===== config.mk =====
export PLATFORM = sky130hd
export DESIGN_NAME = ssi_serial_engine
export DESIGN_NICKNAME = d
export VERILOG_FILES = /design/src/rtl/ssi_serial_engine.sv
export SDC_FILE = /design/constraint.sdc
export NUM_CORES = 1
export LEC_CHECK = 0
export ABC_CLOCK_PERIOD_IN_PS = 6500
export BUFFER_PORTS_ARGS = -buffer_cell sky130_fd_sc_hd__buf_2
export CAP_MARGIN = 5
export CORE_MARGIN = 5
export CORE_UTILIZATION = 30
export DETAILED_ROUTE_END_ITERATION = 8
export GPL_TIMING_DRIVEN = 0
export PLACE_DENSITY = 0.54
export SYNTH_ARGS = -nofsm -noshare
export SYNTH_HDL_FRONTEND = slang
export SYNTH_SLANG_ARGS = --single-unit

===== constraint.sdc =====
create_clock -name p_clk -period 6.5 [get_ports p_clk]
set_input_delay 1.3 -clock p_clk [delete_from_list [all_inputs] [get_ports p_clk]]
set_output_delay 1.3 -clock p_clk [all_outputs]
set_load 0.02 [all_outputs]

===== src/rtl/ssi_serial_engine.sv =====
// ---------------------------------------------------------------------------
// ssi_serial_engine
//
// Serial back-end of the APB SSI peripheral. Words written to DR are queued
// in a TX FIFO, shifted out MSB first as a Motorola-SPI master, and the
// simultaneously received bits are queued in a show-ahead RX FIFO for DR
// reads. Busy and FIFO status flags go back to the register block for SR.
//
// Ports
//   p_clk, p_resetn         system clock (rising edge), async active-low reset
//   cfg_dss/spo/sph         frame size select, SCLK polarity, SCLK phase
//   cfg_scr, cfg_cpsdvsr    serial clock rate and prescale divisor
//   cfg_sse, cfg_lbm        serial port enable, internal loopback
//   tx_wr_en/tx_wr_data     TX FIFO push (DR write)
//   rx_rd_en/rx_rd_data     RX FIFO pop (DR read); data is the head, 0 if empty
//   ssp_clk_out, ssp_fss_n  SCLK and active-low frame select
//   ssp_txd, ssp_rxd        serial data out / in
//   spi_bsy, spi_*_fifo_*   busy and FIFO status flags
// ---------------------------------------------------------------------------
module ssi_serial_engine #(
   parameter int FIFO_DEPTH = 8,
   parameter int PTR_W      = 3,
   parameter int FRAME_W    = 16
) (
   input  logic               p_clk,
   input  logic               p_resetn,
   input  logic [3:0]         cfg_dss,
   input  logic               cfg_spo,
   input  logic               cfg_sph,
   input  logic [7:0]         cfg_scr,
   input  logic [7:0]         cfg_cpsdvsr,
   input  logic               cfg_sse,
   input  logic               cfg_lbm,
   input  logic               tx_wr_en,
   input  logic [FRAME_W-1:0] tx_wr_data,
   input  logic               rx_rd_en,
   output logic [FRAME_W-1:0] rx_rd_data,
   output logic               ssp_clk_out,
   output logic               ssp_fss_n,
   output logic               ssp_txd,
   input  logic               ssp_rxd,
   output logic               spi_bsy,
   output logic               spi_tx_fifo_empty,
   output logic               spi_tx_fifo_full,
   output logic               spi_rx_fifo_empty,
   output logic               spi_rx_fifo_full
);

   // NW bits hold a frame length up to FRAME_W; the edge counter needs one more.
   localparam int             NW       = $clog2(FRAME_W) + 1;
   localparam logic [PTR_W:0] CNT_FULL = (PTR_W+1)'(FIFO_DEPTH);
   localparam logic [PTR_W:0] CNT_ONE  = (PTR_W+1)'(1);
   localparam logic [PTR_W-1:0] PTR_ONE = PTR_W'(1);

   typedef enum logic [1:0] {S_IDLE, S_LOAD, S_SHIFT, S_GAP} state_t;

   state_t               r_state;
   state_t               w_next;

   // FIFO storage and bookkeeping
   logic [FRAME_W-1:0]   r_tx_mem [FIFO_DEPTH];
   logic [FRAME_W-1:0]   r_rx_mem [FIFO_DEPTH];
   logic [PTR_W-1:0]     r_tx_wp, r_tx_rp, r_rx_wp, r_rx_rp;
   logic [PTR_W:0]       r_tx_cnt, r_rx_cnt;

   // Per-frame configuration, frozen in LOAD
   logic [NW-1:0]        r_nbits;
   logic                 r_spo, r_sph, r_lbm;
   logic [15:0]          r_half;

   // Shift engine
   logic [15:0]          r_hcnt;
   logic [NW:0]          r_edge;
   logic [FRAME_W-1:0]   r_tx;
   logic [FRAME_W-1:0]   r_rx;
   logic                 r_sclk, r_fss_n, r_txd, r_bsy;

   logic                 w_tx_empty, w_tx_full, w_rx_empty, w_rx_full;
   logic                 w_tx_push, w_tx_pop, w_rx_push, w_rx_pop;
   logic                 w_load, w_gap_done;
   logic                 w_tick, w_last_edge, w_shift_edge, w_sample_edge;
   logic                 w_rx_bit;
   logic [NW-1:0]        w_nbits;
   logic [NW-1:0]        w_shamt;
   logic [FRAME_W-1:0]   w_aligned;
   logic [6:0]           w_presc;
   logic [15:0]          w_half;
   logic                 w_unused;

   // The divisor is even by definition; its LSB carries no information.
   assign w_unused = cfg_cpsdvsr[0];

   // ---------------- FIFO flags and handshakes ----------------
   assign w_tx_empty = (r_tx_cnt == '0);
   assign w_tx_full  = (r_tx_cnt == CNT_FULL);
   assign w_rx_empty = (r_rx_cnt == '0);
   assign w_rx_full  = (r_rx_cnt == CNT_FULL);

   // Flags are judged on the pre-edge count, so a push into a full FIFO is
   // dropped even when a pop happens in the same cycle.
   assign w_tx_push  = tx_wr_en & ~w_tx_full;
   assign w_tx_pop   = w_load & ~w_tx_empty;
   assign w_rx_push  = w_gap_done & ~w_rx_full;
   assign w_rx_pop   = rx_rd_en & ~w_rx_empty;

   assign rx_rd_data = w_rx_empty ? '0 : r_rx_mem[r_rx_rp];

   // ---------------- Live configuration decode ----------------
   assign w_nbits   = (cfg_dss < 4'd3) ? NW'(4) : NW'(cfg_dss) + NW'(1);
   assign w_shamt   = NW'(FRAME_W) - w_nbits;
   // Left-align the frame so the first bit to send sits in the MSB.
   assign w_aligned = r_tx_mem[r_tx_rp] << w_shamt;
   assign w_presc   = (cfg_cpsdvsr[7:1] == 7'd0) ? 7'd1 : cfg_cpsdvsr[7:1];
   assign w_half    = 16'(w_presc) * (16'(cfg_scr) + 16'd1);

   // ---------------- Edge scheduling ----------------
   assign w_tick        = ((r_state == S_SHIFT) || (r_state == S_GAP)) &&
                          (r_hcnt == r_half - 16'd1);
   assign w_last_edge   = (r_state == S_SHIFT) && w_tick &&
                          (r_edge == {r_nbits, 1'b0} - (NW+1)'(1));
   // Even edge index = leading edge of a bit. SPH=0 samples on it and
   // shifts on the trailing edge; SPH=1 does the opposite.
   assign w_shift_edge  = (r_state == S_SHIFT) && w_tick && (r_edge[0] != r_sph);
   assign w_sample_edge = (r_state == S_SHIFT) && w_tick && (r_edge[0] == r_sph);
   assign w_rx_bit      = r_lbm ? r_txd : ssp_rxd;

   // ---------------- FSM ----------------
   always_ff @(posedge p_clk or negedge p_resetn) begin
      if (!p_resetn) begin
         r_state <= S_IDLE;
      end else begin
         r_state <= w_next;
      end
   end

   always_comb begin
      w_next     = r_state;
      w_load     = 1'b0;
      w_gap_done = 1'b0;
      case (r_state)
         S_IDLE:  if (cfg_sse && !w_tx_empty) w_next = S_LOAD;
         S_LOAD: begin
            w_load = 1'b1;
            w_next = S_SHIFT;
         end
         S_SHIFT: if (w_last_edge) w_next = S_GAP;
         S_GAP: begin
            if (w_tick) begin
               w_gap_done = 1'b1;
               w_next     = S_IDLE;
            end
         end
         default: w_next = S_IDLE;
      endcase
   end

   // ---------------- FIFO pointers and counts ----------------
   always_ff @(posedge p_clk or negedge p_resetn) begin
      if (!p_resetn) begin
         r_tx_wp  <= '0;
         r_tx_rp  <= '0;
         r_tx_cnt <= '0;
         r_rx_wp  <= '0;
         r_rx_rp  <= '0;
         r_rx_cnt <= '0;
      end else begin
         if (w_tx_push) r_tx_wp <= r_tx_wp + PTR_ONE;
         if (w_tx_pop)  r_tx_rp <= r_tx_rp + PTR_ONE;
         if (w_rx_push) r_rx_wp <= r_rx_wp + PTR_ONE;
         if (w_rx_pop)  r_rx_rp <= r_rx_rp + PTR_ONE;
         case ({w_tx_push, w_tx_pop})
            2'b10:   r_tx_cnt <= r_tx_cnt + CNT_ONE;
            2'b01:   r_tx_cnt <= r_tx_cnt - CNT_ONE;
            default: ;
         endcase
         case ({w_rx_push, w_rx_pop})
            2'b10:   r_rx_cnt <= r_rx_cnt + CNT_ONE;
            2'b01:   r_rx_cnt <= r_rx_cnt - CNT_ONE;
            default: ;
         endcase
      end
   end

   // ---------------- Serial control and outputs ----------------
   always_ff @(posedge p_clk or negedge p_resetn) begin
      if (!p_resetn) begin
         r_hcnt  <= '0;
         r_edge  <= '0;
         r_sclk  <= 1'b0;
         r_fss_n <= 1'b1;
         r_txd   <= 1'b0;
         r_bsy   <= 1'b0;
         r_nbits <= NW'(4);
         r_spo   <= 1'b0;
         r_sph   <= 1'b0;
         r_lbm   <= 1'b0;
         r_half  <= 16'd1;
      end else begin
         r_bsy <= (r_state != S_IDLE) | (cfg_sse & ~w_tx_empty);
         case (r_state)
            S_IDLE: begin
               r_sclk  <= cfg_spo;
               r_fss_n <= 1'b1;
            end
            S_LOAD: begin
               r_nbits <= w_nbits;
               r_spo   <= cfg_spo;
               r_sph   <= cfg_sph;
               r_lbm   <= cfg_lbm;
               r_half  <= w_half;
               r_hcnt  <= '0;
               r_edge  <= '0;
               r_sclk  <= cfg_spo;
               r_fss_n <= 1'b0;
               r_txd   <= w_aligned[FRAME_W-1];
            end
            S_SHIFT: begin
               if (w_tick) begin
                  r_hcnt <= '0;
                  r_edge <= r_edge + (NW+1)'(1);
                  r_sclk <= ~r_sclk;
                  if (w_shift_edge) r_txd   <= r_tx[FRAME_W-1];
                  if (w_last_edge)  r_fss_n <= 1'b1;
               end else begin
                  r_hcnt <= r_hcnt + 16'd1;
               end
            end
            S_GAP: begin
               r_sclk <= r_spo;
               r_hcnt <= w_tick ? 16'd0 : r_hcnt + 16'd1;
            end
            default: ;
         endcase
      end
   end

   // ---------------- Data storage and shift registers ----------------
   always_ff @(posedge p_clk) begin
      if (w_tx_push) r_tx_mem[r_tx_wp] <= tx_wr_data;
      if (w_rx_push) r_rx_mem[r_rx_wp] <= r_rx;
      if (r_state == S_LOAD) begin
         // r_tx[MSB] is always the next bit to drive. With SPH=0 bit N-1 is
         // already on txd after LOAD, so the queue starts one bit further on.
         r_tx <= cfg_sph ? w_aligned : (w_aligned << 1);
         r_rx <= '0;
      end else begin
         if (w_shift_edge)  r_tx <= r_tx << 1;
         // Cleared at LOAD and shifted exactly N times, so bits above N stay
         // zero and the word is already zero-extended.
         if (w_sample_edge) r_rx <= {r_rx[FRAME_W-2:0], w_rx_bit};
      end
   end

   assign ssp_clk_out       = r_sclk;
   assign ssp_fss_n         = r_fss_n;
   assign ssp_txd           = r_txd;
   assign spi_bsy           = r_bsy;
   assign spi_tx_fifo_empty = w_tx_empty;
   assign spi_tx_fifo_full  = w_tx_full;
   assign spi_rx_fifo_empty = w_rx_empty;
   assign spi_rx_fifo_full  = w_rx_full;

endmodule


==> report_table.html, run 1 <==
<table>
<tr><th>Metric</th><th>Value</th></tr>
<tr><th colspan="2">Run status</th></tr>
<tr><td>Outcome</td><td>finished, final reports clean</td></tr>
<tr><th colspan="2">Clocking</th></tr>
<tr><td>Buffer cell driving the clock tree root</td><td>sky130_fd_sc_hd__clkbuf_16</td></tr>
<tr><td>Number of clock sinks seen by CTS</td><td>360</td></tr>
<tr><td>Clock Tree Buf Depth</td><td>3</td></tr>
<tr><td>Clock tree from TritonCTS</td><td>done</td></tr>
<tr><td>Clock latency on the worst-skew pair</td><td>0.57 ns</td></tr>
<tr><td>Number of buffers inserted during clock tree synthesis</td><td>40</td></tr>
<tr><td>Maximum level of the CTS H-tree</td><td>2</td></tr>
<tr><td>Clk slew on worst S/H paths</td><td>0.06 ns</td></tr>
<tr><td>Number of hold-repair buffers added at the cts stage</td><td>0</td></tr>
<tr><th colspan="2">Critical path</th></tr>
<tr><td>Series of cell instances along the critical path</td><td>buf_2 -&gt; nand3_1 -&gt; xor2_1 -&gt; nor2b_1 -&gt; fa_1 -&gt; inv_1 -&gt; fa_1 -&gt; inv_1 -&gt; fa_1 -&gt; inv_1 -&gt; fa_1 -&gt; inv_1 -&gt; ha_1 -&gt; nand2_1 -&gt; o21ai_0 -&gt; o41ai_2 -&gt; o21ai_0 -&gt; o41ai_1 -&gt; xnor2_1 -&gt; mux2_2</td></tr>
<tr><td>Arrival time worst endpoint</td><td>6.56 ns</td></tr>
<tr><td>CP max stage cell</td><td>sky130_fd_sc_hd__xor2_1</td></tr>
<tr><td>Reg-to-Reg End</td><td>r_rx_cnt[3]</td></tr>
<tr><td>Required @ worst endpoint</td><td>6.93 ns</td></tr>
<tr><td>Worst Reg2Reg Path Length in Cells</td><td>16</td></tr>
<tr><td>CP Launch Type</td><td>input port</td></tr>
<tr><td>Kind of end point of the critical path</td><td>flop</td></tr>
<tr><td>Critical path class</td><td>in -&gt; reg</td></tr>
<tr><td>Largest driver fanout on the critical path</td><td>10</td></tr>
<tr><td>R2R Setup Slk</td><td>1.86 ns</td></tr>
<tr><td>Source of the worst register-to-register timing path</td><td>r_half[3]</td></tr>
<tr><td>Crit-path max cell delay</td><td>0.57 ns</td></tr>
<tr><th colspan="2">Yosys</th></tr>
<tr><td>Count of flip-flops with a built-in enable after synthesis</td><td>272</td></tr>
<tr><td>Count of warnings emitted by yosys</td><td>0</td></tr>
<tr><td>Synthesized Nets</td><td>1442</td></tr>
<tr><td>Sequential area share after synthesis</td><td>56.7%</td></tr>
<tr><td>Per-instance average area after synthesis</td><td>13.9 um2</td></tr>
<tr><td>Post-Synthesis Cells</td><td>1305</td></tr>
<tr><td>Cell area after synthesis</td><td>0.0182 mm2</td></tr>
<tr><td>Number of different library cells in the post-synthesis netlist</td><td>72</td></tr>
<tr><td>Most frequently used flop master after synthesis</td><td>sky130_fd_sc_hd__edfxtp_1</td></tr>
<tr><td>Proportion of register bits with asynchronous set or reset after synthesis</td><td>20.0%</td></tr>
<tr><td>Seq cells post-synth</td><td>360</td></tr>
<tr><th colspan="2">Drt</th></tr>
<tr><td>Routed len/inst</td><td>17.9 um</td></tr>
<tr><td>Via count</td><td>10.9k</td></tr>
<tr><td>Antenna-violating nets left</td><td>0</td></tr>
<tr><td>DRC violations left</td><td>0</td></tr>
<tr><td>Overall routed net length</td><td>40400 um</td></tr>
<tr><td>Number of iterations in the first detailed-routing pass</td><td>5</td></tr>
<tr><td>Number of vias per cell after detailed routing</td><td>4.85</td></tr>
<tr><td>Detailed router's first-iteration violation count</td><td>614</td></tr>
<tr><th colspan="2">STA</th></tr>
<tr><td>Actual transition at the worst max-transition pin</td><td>1.04 ns</td></tr>
<tr><td>Setup TNS</td><td>0 ns</td></tr>
<tr><td>RSZ-0062 raised after global routing</td><td>no</td></tr>
<tr><td>Maximum clock frequency</td><td>163 MHz</td></tr>
<tr><td>Crit path time final</td><td>6.13 ns</td></tr>
<tr><td>Clk_skew</td><td>0.0299 ns</td></tr>
<tr><td>Final Hold Vio Count</td><td>0</td></tr>
<tr><td>Setup violations, final</td><td>0</td></tr>
<tr><td>Crit share post-route</td><td>94.3%</td></tr>
<tr><td>Max-Slew Margin vs Limit</td><td>30.6%</td></tr>
<tr><td>Slew Viols, Final</td><td>0</td></tr>
<tr><th colspan="2">Die</th></tr>
<tr><td>Floorplan Core Area</td><td>0.0601 mm2</td></tr>
<tr><td>Number of placed I/O pins</td><td>69</td></tr>
<tr><td>Die H</td><td>256 um</td></tr>
<tr><td>Std-Cell Rows</td><td>90</td></tr>
<tr><td>Die Area</td><td>0.0656 mm2</td></tr>
<tr><td>Horizontal die dimension</td><td>256 um</td></tr>
<tr><td>Effective utilization at floorplan</td><td>30.2%</td></tr>
<tr><th colspan="2">Min path</th></tr>
<tr><td>Number of instances on the worst hold path</td><td>1</td></tr>
<tr><td>Worst min-delay path category</td><td>reg -&gt; reg</td></tr>
<tr><td>Startpoint of the worst hold path</td><td>r_tx_cnt[3]</td></tr>
<tr><td>Worst Hold Endpoint</td><td>r_tx_cnt[3]</td></tr>
<tr><th colspan="2">Global routing</th></tr>
<tr><td>Vias in the first global route</td><td>11.5k</td></tr>
<tr><td>Initial antenna violation count</td><td>5</td></tr>
<tr><td>Maximum number of pins on one net before global-route repair</td><td>55</td></tr>
<tr><td>Aggregate global-route resource usage</td><td>12.2%</td></tr>
<tr><td>First-pass GRT wire length</td><td>65200 um</td></tr>
<tr><td>Overflow after GRT</td><td>0</td></tr>
<tr><th colspan="2">Power and ir drop</th></tr>
<tr><td>Power density over the cells</td><td>317 mW/mm2</td></tr>
<tr><td>VDD IR max</td><td>206 uV</td></tr>
<tr><td>Lkg Pwr</td><td>0.00821 uW</td></tr>
<tr><td>Power after layout</td><td>6710 uW</td></tr>
<tr><th colspan="2">Layout</th></tr>
<tr><td>Final Instance Count excl. Fillers</td><td>2254</td></tr>
<tr><td>Area delta synth-&gt;final</td><td>16.6%</td></tr>
<tr><td>Post-layout nets</td><td>1577</td></tr>
<tr><td>Share of layout cells above drive strength 1</td><td>19.8%</td></tr>
<tr><td>Final design area excluding fillers</td><td>0.0212 mm2</td></tr>
<tr><th colspan="2">Flow run</th></tr>
<tr><td>Max Cap Viol</td><td>0</td></tr>
<tr><th colspan="2">Placed design</th></tr>
<tr><td>Final HPWL DP</td><td>29600 um</td></tr>
<tr><td>Global placer's final weighted congestion</td><td>0.843</td></tr>
<tr><td>Port-buffer cells</td><td>65</td></tr>
<tr><td>Cell Area, Placed</td><td>0.0199 mm2</td></tr>
<tr><td>Cell total after placement</td><td>2180</td></tr>
</table>
-- state kept, by name (all words and copies together) (netlist names), 4 cells and up --
signal and flops:
r_rx_cnt 4, r_tx 16, r_nbits 5, r_hcnt 16, r_tx_cnt 4, r_half 16, r_rx_mem 128, r_rx 16
r_edge 6, r_tx_mem 128
-- cell usage in the layout (no fill, tap or decap), types with 6 or more instances in the layout --
master / instances
sky130_fd_sc_hd__edfxtp_1: 272
sky130_fd_sc_hd__o22ai_1: 11
sky130_fd_sc_hd__buf_1: 9
sky130_fd_sc_hd__fa_1: 36
sky130_fd_sc_hd__xor2_1: 28
sky130_fd_sc_hd__ha_1: 56
sky130_fd_sc_hd__clkbuf_16: 40
sky130_fd_sc_hd__nor2_1: 83
sky130_fd_sc_hd__dfrtp_1: 69
sky130_fd_sc_hd__nand3_1: 25
sky130_fd_sc_hd__nor2b_1: 44
sky130_fd_sc_hd__inv_1: 81
sky130_fd_sc_hd__clkbuf_1: 48
sky130_fd_sc_hd__nand2b_1: 14
sky130_fd_sc_hd__and2_1: 16
sky130_fd_sc_hd__buf_8: 9
sky130_fd_sc_hd__mux2i_1: 71
sky130_fd_sc_hd__nor3_1: 15
sky130_fd_sc_hd__dfxtp_1: 16
sky130_fd_sc_hd__a21o_1: 7
sky130_fd_sc_hd__o21ai_0: 37
sky130_fd_sc_hd__mux4_2: 73
sky130_fd_sc_hd__clkinv_1: 6
sky130_fd_sc_hd__mux2_2: 25
sky130_fd_sc_hd__nand2_1: 68
sky130_fd_sc_hd__buf_4: 16
sky130_fd_sc_hd__buf_2: 70
sky130_fd_sc_hd__or4_1: 8
sky130_fd_sc_hd__nor2_2: 6
sky130_fd_sc_hd__o31ai_1: 7
sky130_fd_sc_hd__a21oi_1: 26
sky130_fd_sc_hd__xnor2_1: 35
sky130_fd_sc_hd__and3_1: 15
-- worst max path at each step --
stage / from / endpoint / slack [ns] / cells past startpoint
floorplan: cfg_scr[0] / r_half[15] / 0.41 / 20
global placement: cfg_scr[0] / r_half[15] / -0.61 / 21
detailed placement: cfg_scr[0] / r_half[15] / -0.62 / 21
CTS: cfg_scr[0] / r_half[15] / 0.07 / 21
global route: cfg_scr[0] / r_half[15] / 0.05 / 21
finish: cfg_scr[0] / r_half[15] / 0.37 / 20
-- metrics by stage --
step	setup slack, ns	hold slack (ns)	utilization [%]
finish	0.371	0.483	35.2
global route	0.0513	0.521	35.2
CTS	0.0720	0.486	35.2
detailed placement	-0.621	0.474	33.0
global placement	-0.611	0.471	32.4
floorplan	0.409	0.454	-
-- logic make-up after synthesis --
kind of cell	synth area share [%]
AND/OR/NAND/NOR	9.55
XOR/XNOR	3.13
buffers and inverters	2.93
multiplexers	14.6
flip-flops	56.7
adder cells (fa/ha/maj)	7.82
AO/OA/AOI/OAI	5.33
-- power breakdown --
group          total [uW]  internal [uW]  leakage, uW  switching (uW)
Sequential           2850           2690      0.00379             158
Combinational        1640            688      0.00380             955
Clock                2220           1270     0.000626             943
-- synthesized netlist by cell type, types with 6 or more instances --
cell	instances	area share (%)
sky130_fd_sc_hd__clkbuf_1	35	0.72
sky130_fd_sc_hd__and3_1	15	0.52
sky130_fd_sc_hd__nand2b_1	14	0.48
sky130_fd_sc_hd__fa_1	36	4.0
sky130_fd_sc_hd__nor2_1	89	1.8
sky130_fd_sc_hd__nor3_1	19	0.52
sky130_fd_sc_hd__mux2i_1	71	3.9
sky130_fd_sc_hd__or4_1	8	0.33
sky130_fd_sc_hd__xnor2_1	35	1.7
sky130_fd_sc_hd__mux4_2	73	9.0
sky130_fd_sc_hd__nand3_1	25	0.69
sky130_fd_sc_hd__ha_1	56	3.9
sky130_fd_sc_hd__a21oi_1	26	0.72
sky130_fd_sc_hd__nor4_1	10	0.34
sky130_fd_sc_hd__and2_1	16	0.55
sky130_fd_sc_hd__a21o_1	7	0.29
sky130_fd_sc_hd__nor2b_1	44	1.5
sky130_fd_sc_hd__inv_1	81	1.7
sky130_fd_sc_hd__o21ai_0	37	1.0
sky130_fd_sc_hd__xor2_1	30	1.4
sky130_fd_sc_hd__dfxtp_1	16	1.8
sky130_fd_sc_hd__o22ai_1	11	0.38
sky130_fd_sc_hd__buf_1	9	0.19
sky130_fd_sc_hd__dfrtp_1	69	9.5
sky130_fd_sc_hd__buf_2	6	0.17
sky130_fd_sc_hd__mux2_2	25	1.5
sky130_fd_sc_hd__o31ai_1	7	0.29
sky130_fd_sc_hd__edfxtp_1	272	45
sky130_fd_sc_hd__nand2_1	68	1.4
-- metal layers --
metal | track usage (%) | part of all wire [%] | routed length, um
met4 | 3.00 | 1.9 | 779
met5 | 0 | 0.099 | 40
met2 | 21.8 | 51 | 20800
met1 | 15.5 | 42 | 17200
met3 | 2.25 | 4.1 | 1650
-- timing repair --
| action | 4_1_cts | 5_1_grt |
|---|---|---|
| endpoints found under the setup margin | 1 | 1 |
| setup buffers | 0 | 0 |
| resized for setup | 1 | 2 |
-- worst max-delay path: cells and delay by family --
| kind | cells | cell delay [ns] |
|---|---|---|
| AOI/OAI and AO/OA | 4 | 1.02 |
| xor gates and xnor gates | 2 | 0.73 |
| adders and majority gates | 5 | 2.44 |
| buffers and inverters | 5 | 0.41 |
| muxes | 1 | 0.28 |
| and+or+nand+nor | 3 | 0.34 |
-- cell type report --
| cell class | count | area, um2 |
|---|---|---|
| fillers | 5833 | 38900 |
| flip-flops and latches | 360 | 10300 |
| multi-input cells | 809 | 7440 |
| clock buffers | 56 | 1090 |
| well taps | 782 | 978 |
| repair buffers | 93 | 637 |
| inverters | 84 | 315 |
| plain buffers | 52 | 218 |
| clock inverters | 17 | 208 |
| diodes | 1 | 2.50 |
Power figures use the tool's default switching activity.
==> inputs of run 2 (changes only) <==
Settings changed: ABC_CLOCK_PERIOD_IN_PS 6500 to 5600, PLACE_DENSITY 0.54 to 0.55.
Clock period 6.5 ns to 5.6 ns, I/O delays scaled along.
==> report_table.html, run 2 (synthesized netlist as in run 1, its figures left out) <==
<table>
<tr><th>Metric</th><th>Value</th></tr>
<tr><th colspan="2">Run status</th></tr>
<tr><td>Outcome</td><td>finished, final reports clean</td></tr>
<tr><th colspan="2">Critical path</th></tr>
<tr><td>Largest driver fanout on the critical path</td><td>10</td></tr>
<tr><td>CP max stage cell</td><td>sky130_fd_sc_hd__fa_1</td></tr>
<tr><td>Required @ worst endpoint</td><td>6.05 ns</td></tr>
<tr><td>Kind of end point of the critical path</td><td>flop</td></tr>
<tr><td>Critical path class</td><td>in -&gt; reg</td></tr>
<tr><td>Arrival time worst endpoint</td><td>5.87 ns</td></tr>
<tr><td>Series of cell instances along the critical path</td><td>buf_4 -&gt; ha_4 -&gt; nand3_4 -&gt; xor2_4 -&gt; nor2b_1 -&gt; fa_1 -&gt; inv_1 -&gt; fa_1 -&gt; inv_1 -&gt; fa_1 -&gt; inv_1 -&gt; fa_1 -&gt; inv_1 -&gt; ha_4 -&gt; nand2_1 -&gt; o21ai_1 -&gt; o41ai_2 -&gt; buf_4 -&gt; o21ai_1 -&gt; o41ai_2 -&gt; xnor2_1 -&gt; mux2_2</td></tr>
<tr><td>CP Launch Type</td><td>input port</td></tr>
<tr><td>Crit-path max cell delay</td><td>0.56 ns</td></tr>
<tr><th colspan="2">Placed design</th></tr>
<tr><td>Port-buffer cells</td><td>65</td></tr>
<tr><td>Worst setup slack before clock tree synthesis</td><td>-0.894 ns</td></tr>
<tr><td>Global placer's final weighted congestion</td><td>0.815</td></tr>
<tr><td>Final HPWL DP</td><td>29300 um</td></tr>
<tr><th colspan="2">Global routing</th></tr>
<tr><td>Overflow after GRT</td><td>0</td></tr>
<tr><td>First-pass GRT wire length</td><td>64800 um</td></tr>
<tr><td>Met2 track demand over resource in global routing</td><td>20.7%</td></tr>
<tr><td>Highest-utilization routing layer at the global route stage</td><td>met2</td></tr>
<tr><td>Initial antenna violation count</td><td>5</td></tr>
<tr><td>Aggregate global-route resource usage</td><td>12.3%</td></tr>
<tr><td>Met1 demand-to-capacity share in global routing</td><td>16.3%</td></tr>
<tr><td>Maximum number of pins on one net before global-route repair</td><td>65</td></tr>
<tr><td>Vias in the first global route</td><td>11.3k</td></tr>
<tr><td>Met3 track demand over resource</td><td>2.86%</td></tr>
<tr><th colspan="2">Min path</th></tr>
<tr><td>Worst min-delay path category</td><td>in -&gt; async</td></tr>
<tr><th colspan="2">Drt</th></tr>
<tr><td>Detailed router's first-iteration violation count</td><td>701</td></tr>
<tr><td>Antenna-violating nets left</td><td>0</td></tr>
<tr><td>Number of iterations in the first detailed-routing pass</td><td>6</td></tr>
<tr><td>Via count</td><td>10.9k</td></tr>
<tr><td>DRC violations left</td><td>0</td></tr>
<tr><td>Overall routed net length</td><td>40600 um</td></tr>
<tr><td>Number of vias per cell after detailed routing</td><td>4.82</td></tr>
<tr><td>Routed len/inst</td><td>17.9 um</td></tr>
<tr><th colspan="2">Clocking</th></tr>
<tr><td>Maximum level of the CTS H-tree</td><td>2</td></tr>
<tr><td>Buffer cell driving the clock tree root</td><td>sky130_fd_sc_hd__clkbuf_16</td></tr>
<tr><td>Clock latency on the worst-skew pair</td><td>0.56 ns</td></tr>
<tr><td>Number of clock sinks seen by CTS</td><td>360</td></tr>
<tr><td>Clk slew on worst S/H paths</td><td>0.07 ns</td></tr>
<tr><td>Number of buffers inserted during clock tree synthesis</td><td>40</td></tr>
<tr><td>Number of hold-repair buffers added at the cts stage</td><td>0</td></tr>
<tr><td>Clock tree from TritonCTS</td><td>done</td></tr>
<tr><td>Clock Tree Buf Depth</td><td>3</td></tr>
<tr><th colspan="2">Power and ir drop</th></tr>
<tr><td>Lkg Pwr</td><td>0.00831 uW</td></tr>
<tr><td>Seq pwr share</td><td>41.5%</td></tr>
<tr><td>Combinational Power Share</td><td>25.6%</td></tr>
<tr><td>Net Sw Power</td><td>2430 uW</td></tr>
<tr><td>Power density over the cells</td><td>370 mW/mm2</td></tr>
<tr><td>Switching power share of the total</td><td>30.5%</td></tr>
<tr><td>Clock power frac</td><td>32.9%</td></tr>
<tr><td>Cell Int Power</td><td>5540 uW</td></tr>
<tr><td>Power after layout</td><td>7970 uW</td></tr>
<tr><td>VDD IR max</td><td>222 uV</td></tr>
<tr><th colspan="2">Die</th></tr>
<tr><td>Die Area</td><td>0.0656 mm2</td></tr>
<tr><td>Number of placed I/O pins</td><td>69</td></tr>
<tr><td>Effective utilization at floorplan</td><td>30.2%</td></tr>
<tr><td>Std-Cell Rows</td><td>90</td></tr>
<tr><td>Floorplan Core Area</td><td>0.0601 mm2</td></tr>
<tr><td>Horizontal die dimension</td><td>256 um</td></tr>
<tr><td>Die H</td><td>256 um</td></tr>
<tr><th colspan="2">STA</th></tr>
<tr><td>Actual transition at the worst max-transition pin</td><td>1.16 ns</td></tr>
<tr><td>Clk_skew</td><td>0.0258 ns</td></tr>
<tr><td>Maximum clock frequency</td><td>185 MHz</td></tr>
<tr><td>Crit path time final</td><td>5.42 ns</td></tr>
<tr><td>Final Hold Vio Count</td><td>0</td></tr>
<tr><td>Max-Slew Margin vs Limit</td><td>22.7%</td></tr>
<tr><td>Crit share post-route</td><td>96.8%</td></tr>
<tr><td>Setup WS post-layout</td><td>0.181 ns</td></tr>
<tr><td>Setup violations, final</td><td>0</td></tr>
<tr><td>Slew Viols, Final</td><td>0</td></tr>
<tr><th colspan="2">Layout</th></tr>
<tr><td>Area delta synth-&gt;final</td><td>18.6%</td></tr>
<tr><td>Commonest cells after routing, fill and taps aside</td><td>sky130_fd_sc_hd__edfxtp_1 (272), sky130_fd_sc_hd__inv_1 (81), sky130_fd_sc_hd__nor2_1 (80)</td></tr>
<tr><td>Fill count</td><td>5784</td></tr>
<tr><td>Post-layout nets</td><td>1586</td></tr>
<tr><td>Commonest non-fill, non-tap cell in the layout</td><td>sky130_fd_sc_hd__edfxtp_1</td></tr>
<tr><td>Largest regs</td><td>r_rx_mem (128), r_tx_mem (128)</td></tr>
<tr><td>Share of layout cells above drive strength 1</td><td>21.6%</td></tr>
<tr><th colspan="2">Flow run</th></tr>
<tr><td>Max Cap Viol</td><td>0</td></tr>
</table>
==> run 2: area by class of cell <==
class / count / area, um2 / area share (%)
Multi-Input combinational cell: 809 / 7670 / 35.6
Tap cell: 782 / 978 / 4.54
Antenna cell: 4 / 10.0 / 0.0465
Buffer: 52 / 218 / 1.01
Inverter: 84 / 315 / 1.46
Clock buffer: 53 / 1060 / 4.92
Clock inverter: 20 / 249 / 1.16
Sequential cell: 360 / 10300 / 47.8
Timing Repair Buffer: 102 / 744 / 3.46
==> run 2: repair_timing <==
item                                    CTS  global route
gates resized for setup                  12            24
hold endpoints to repair                  0             0
pin swaps                                 4             9
endpoints found under the setup margin    2             2
setup buffers                             5             4
cloned                                    0             0
==> run 2: routing by layer <==
| metal | wire (um) | up-vias |
|---|---|---|
| met5 | 13 | - |
| met4 | 733 | 2 |
| met3 | 1990 | 53 |
| met2 | 19700 | 214 |
| met1 | 18200 | 5491 |
| li1 | - | 5151 |
==> run 2: worst max-delay path: cells and delay by family <==
| kind | cells | cell delay [ns] |
|---|---|---|
| compound gates | 4 | 0.70 |
| xor+xnor | 2 | 0.42 |
| fa+ha+maj | 6 | 2.51 |
| buf+inv | 6 | 0.56 |
| mux | 1 | 0.29 |
| simple gates | 3 | 0.26 |
==> run 2: per-stage QoR <==
stage / TNS (ns) / cells / hold slack (ns) / util, % / cell area (um2)
final: 0 / 2266 / 0.390 / 35.8 / 21500
after floorplan: 0 / 1305 / 0.454 / - / 18200
after CTS: 0 / 2258 / 0.364 / 35.5 / 21400
after detailed placement: -3.83 / 2180 / 0.475 / 33.2 / 19900
after global placement: -148.91 / 2152 / 0.472 / 32.5 / 19500
after global routing: -0.0177 / 2263 / 0.375 / 35.8 / 21500
==> run 2: final timing paths <==
path	from	cells after the start	to	slack (ns)
hold reg to reg	r_tx_cnt[3]	1	r_tx_cnt[3]	0.48
max in group asynchronous	p_resetn	2	ssp_fss_n	4.61
setup / recovery	cfg_scr[0]	22	r_half[15]	0.18
hold / removal	p_resetn	1	r_tx_wp[2]	0.39
setup reg to reg	r_half[3]	11	r_rx_mem[5][4]	0.88
min in group p_clk	r_tx_cnt[3]	1	r_tx_cnt[3]	0.48
==> run 2: power by group through the flow <==
| stage | Clock, uW | Combinational, uW | Sequential, uW |
|---|---|---|---|
| 2_1_floorplan | 0 | 1410 | 3310 |
| 3_3_place_gp | 0 | 1870 | 3350 |
| 3_5_place_dp | 0 | 1970 | 3360 |
| 4_1_cts | 2700 | 2000 | 3310 |
| 5_1_grt | 2820 | 2290 | 3340 |
| 6_report | 2620 | 2040 | 3310 |
==> inputs of run 3 (changes only) <==
Settings changed: PLACE_DENSITY 0.55 to 0.46.
==> report_table.html, run 3 (synthesized netlist as in run 1, its figures left out) <==
<table>
<tr><th>Metric</th><th>Value</th></tr>
<tr><th colspan="2">Drt</th></tr>
<tr><td>Routed len/inst</td><td>18.4 um</td></tr>
<tr><td>Number of iterations in the first detailed-routing pass</td><td>5</td></tr>
<tr><td>DRC violations left</td><td>0</td></tr>
<tr><td>Overall routed net length</td><td>41600 um</td></tr>
<tr><td>Detailed router's first-iteration violation count</td><td>614</td></tr>
<tr><td>Number of vias per cell after detailed routing</td><td>4.77</td></tr>
<tr><td>Antenna-violating nets left</td><td>0</td></tr>
<tr><td>Via count</td><td>10.8k</td></tr>
<tr><th colspan="2">Die</th></tr>
<tr><td>Number of placed I/O pins</td><td>69</td></tr>
<tr><td>Horizontal die dimension</td><td>256 um</td></tr>
<tr><td>Floorplan Core Area</td><td>0.0601 mm2</td></tr>
<tr><td>Die H</td><td>256 um</td></tr>
<tr><td>Die Area</td><td>0.0656 mm2</td></tr>
<tr><td>Std-Cell Rows</td><td>90</td></tr>
<tr><td>Effective utilization at floorplan</td><td>30.2%</td></tr>
<tr><th colspan="2">Clocking</th></tr>
<tr><td>Clock Tree Buf Depth</td><td>3</td></tr>
<tr><td>Clk slew on worst S/H paths</td><td>0.06 ns</td></tr>
<tr><td>Buffer cell driving the clock tree root</td><td>sky130_fd_sc_hd__clkbuf_16</td></tr>
<tr><td>Maximum level of the CTS H-tree</td><td>2</td></tr>
<tr><td>Number of clock sinks seen by CTS</td><td>360</td></tr>
<tr><td>Clock tree from TritonCTS</td><td>done</td></tr>
<tr><td>Number of buffers inserted during clock tree synthesis</td><td>42</td></tr>
<tr><td>Number of hold-repair buffers added at the cts stage</td><td>0</td></tr>
<tr><td>Clock latency on the worst-skew pair</td><td>0.57 ns</td></tr>
<tr><th colspan="2">Critical path</th></tr>
<tr><td>CP Launch Type</td><td>input port</td></tr>
<tr><td>Arrival time worst endpoint</td><td>5.86 ns</td></tr>
<tr><td>Required @ worst endpoint</td><td>6.06 ns</td></tr>
<tr><td>Largest driver fanout on the critical path</td><td>10</td></tr>
<tr><td>Kind of end point of the critical path</td><td>flop</td></tr>
<tr><td>Critical path class</td><td>in -&gt; reg</td></tr>
<tr><th colspan="2">Global routing</th></tr>
<tr><td>Vias in the first global route</td><td>11.2k</td></tr>
<tr><td>First-pass GRT wire length</td><td>65800 um</td></tr>
<tr><td>Maximum number of pins on one net before global-route repair</td><td>44</td></tr>
<tr><td>Overflow after GRT</td><td>0</td></tr>
<tr><td>Aggregate global-route resource usage</td><td>12.6%</td></tr>
<tr><td>Initial antenna violation count</td><td>2</td></tr>
<tr><th colspan="2">Power and ir drop</th></tr>
<tr><td>Combinational Power Share</td><td>24.8%</td></tr>
<tr><td>Cell Int Power</td><td>5580 uW</td></tr>
<tr><td>Clock power frac</td><td>34.1%</td></tr>
<tr><td>Lkg Pwr</td><td>0.00833 uW</td></tr>
<tr><td>Switching power share of the total</td><td>30.6%</td></tr>
<tr><td>Power density over the cells</td><td>374 mW/mm2</td></tr>
<tr><td>Net Sw Power</td><td>2460 uW</td></tr>
<tr><td>Seq pwr share</td><td>41.1%</td></tr>
<tr><td>VDD IR max</td><td>253 uV</td></tr>
<tr><td>Power after layout</td><td>8040 uW</td></tr>
<tr><th colspan="2">STA</th></tr>
<tr><td>Slew Viols, Final</td><td>0</td></tr>
<tr><td>Final Hold Vio Count</td><td>0</td></tr>
<tr><td>Max-Slew Margin vs Limit</td><td>29.8%</td></tr>
<tr><td>Actual transition at the worst max-transition pin</td><td>1.05 ns</td></tr>
<tr><td>Maximum clock frequency</td><td>185 MHz</td></tr>
<tr><td>Crit path time final</td><td>5.40 ns</td></tr>
<tr><td>Clk_skew</td><td>0.0270 ns</td></tr>
<tr><td>Crit share post-route</td><td>96.4%</td></tr>
<tr><td>RSZ-0062 raised after global routing</td><td>no</td></tr>
<tr><td>Setup violations, final</td><td>0</td></tr>
<tr><th colspan="2">Layout</th></tr>
<tr><td>Share of layout cells above drive strength 1</td><td>21.4%</td></tr>
<tr><td>Final Util</td><td>35.7%</td></tr>
<tr><td>Commonest cells after routing, fill and taps aside</td><td>sky130_fd_sc_hd__edfxtp_1 (272), sky130_fd_sc_hd__nor2_1 (81), sky130_fd_sc_hd__inv_1 (81)</td></tr>
<tr><td>Largest regs</td><td>r_rx_mem (128), r_tx_mem (128)</td></tr>
<tr><td>Area delta synth-&gt;final</td><td>18.2%</td></tr>
<tr><td>Post-layout nets</td><td>1588</td></tr>
<tr><td>Fill count</td><td>5871</td></tr>
<tr><td>Final design area excluding fillers</td><td>0.0215 mm2</td></tr>
<tr><td>Ant. Diodes</td><td>0</td></tr>
<tr><td>Commonest non-fill, non-tap cell in the layout</td><td>sky130_fd_sc_hd__edfxtp_1</td></tr>
<tr><th colspan="2">Flow run</th></tr>
<tr><td>Max Cap Viol</td><td>0</td></tr>
<tr><th colspan="2">Placed design</th></tr>
<tr><td>Port-buffer cells</td><td>65</td></tr>
<tr><td>Global placer's final weighted congestion</td><td>0.770</td></tr>
<tr><td>Final HPWL DP</td><td>30000 um</td></tr>
<tr><td>Cell Area, Placed</td><td>0.0199 mm2</td></tr>
<tr><th colspan="2">Run status</th></tr>
<tr><td>Outcome</td><td>finished, final reports clean</td></tr>
<tr><th colspan="2">Min path</th></tr>
<tr><td>Worst min-delay path category</td><td>reg -&gt; reg</td></tr>
</table>
[run 3: final cells by class]
cell class	instances	area [um2]	share of cell area (%)
sequential	360	10300	47.9
multi-input combinational	809	7580	35.3
clock buffer	58	1160	5.41
tap	782	978	4.56
timing repair buffer	102	703	3.27
inverter	84	315	1.47
clock inverter	19	224	1.04
buffer	52	218	1.01
[run 3: stage by stage]
| stage | instances | worst slack, ns | TNS, ns | hold WS [ns] |
|---|---|---|---|---|
| floorplan | 1305 | 0.00204 | 0 | 0.454 |
| global placement | 2152 | -1.69 | -168.42 | 0.472 |
| detailed placement | 2181 | -0.951 | -3.95 | 0.471 |
| CTS | 2258 | 0.0136 | 0 | 0.481 |
| global route | 2266 | 0.00143 | 0 | 0.511 |
| finish | 2266 | 0.201 | 0 | 0.479 |
[run 3: worst paths after layout]
kind,startpoint,endpoint,slack (ns),cells after the start
setup / recovery,cfg_scr[0],r_half[15],0.20,18
hold / removal,r_tx_cnt[3],r_tx_cnt[3],0.48,1
setup reg to reg,r_half[3],r_rx_mem[4][11],0.96,11
hold reg to reg,r_tx_cnt[3],r_tx_cnt[3],0.48,1
max in group asynchronous,p_resetn,r_nbits[2],4.46,2
min in group asynchronous,p_resetn,r_hcnt[2],0.49,1
[run 3: routing by layer]
metal | track usage (%) | up-vias | part of all wire [%]
met5 | 0 | - | 0.050
met4 | 3.07 | 4 | 1.6
met3 | 2.32 | 44 | 3.2
met2 | 21.4 | 128 | 49
met1 | 16.8 | 5479 | 46
li1 | - | 5162 | -
[run 3: power by group through the flow]
stage | logic [uW] | registers [uW] | clock network, uW
finish | 2000 | 3300 | 2740
global route | 2240 | 3340 | 2940
CTS | 2000 | 3310 | 2820
detailed placement | 1970 | 3360 | 0
global placement | 1900 | 3350 | 0
floorplan | 1410 | 3310 | 0
[run 3: critical path, stage by stage]
cell                       delay [ns]
sky130_fd_sc_hd__clkbuf_4        0.18
sky130_fd_sc_hd__ha_2            0.24
sky130_fd_sc_hd__nand3_2         0.17
sky130_fd_sc_hd__nor2_4          0.21
sky130_fd_sc_hd__xnor2_4         0.18
sky130_fd_sc_hd__nor2b_1         0.11
sky130_fd_sc_hd__fa_1            0.56
sky130_fd_sc_hd__fa_1            0.45
sky130_fd_sc_hd__fa_1            0.54
sky130_fd_sc_hd__inv_1           0.05
sky130_fd_sc_hd__fa_1            0.53
sky130_fd_sc_hd__inv_1           0.04
sky130_fd_sc_hd__ha_2            0.23
sky130_fd_sc_hd__o41ai_4         0.42
sky130_fd_sc_hd__o21ai_1         0.15
sky130_fd_sc_hd__o41ai_2         0.26
sky130_fd_sc_hd__xnor2_1         0.14
sky130_fd_sc_hd__mux2_2          0.27
[run 3: what timing repair did]
action,CTS,global route
endpoints found under the hold margin,0,0
pin swaps,0,4
gates resized for setup,10,11
setup endpoints to repair,2,3
buffers inserted,0,8
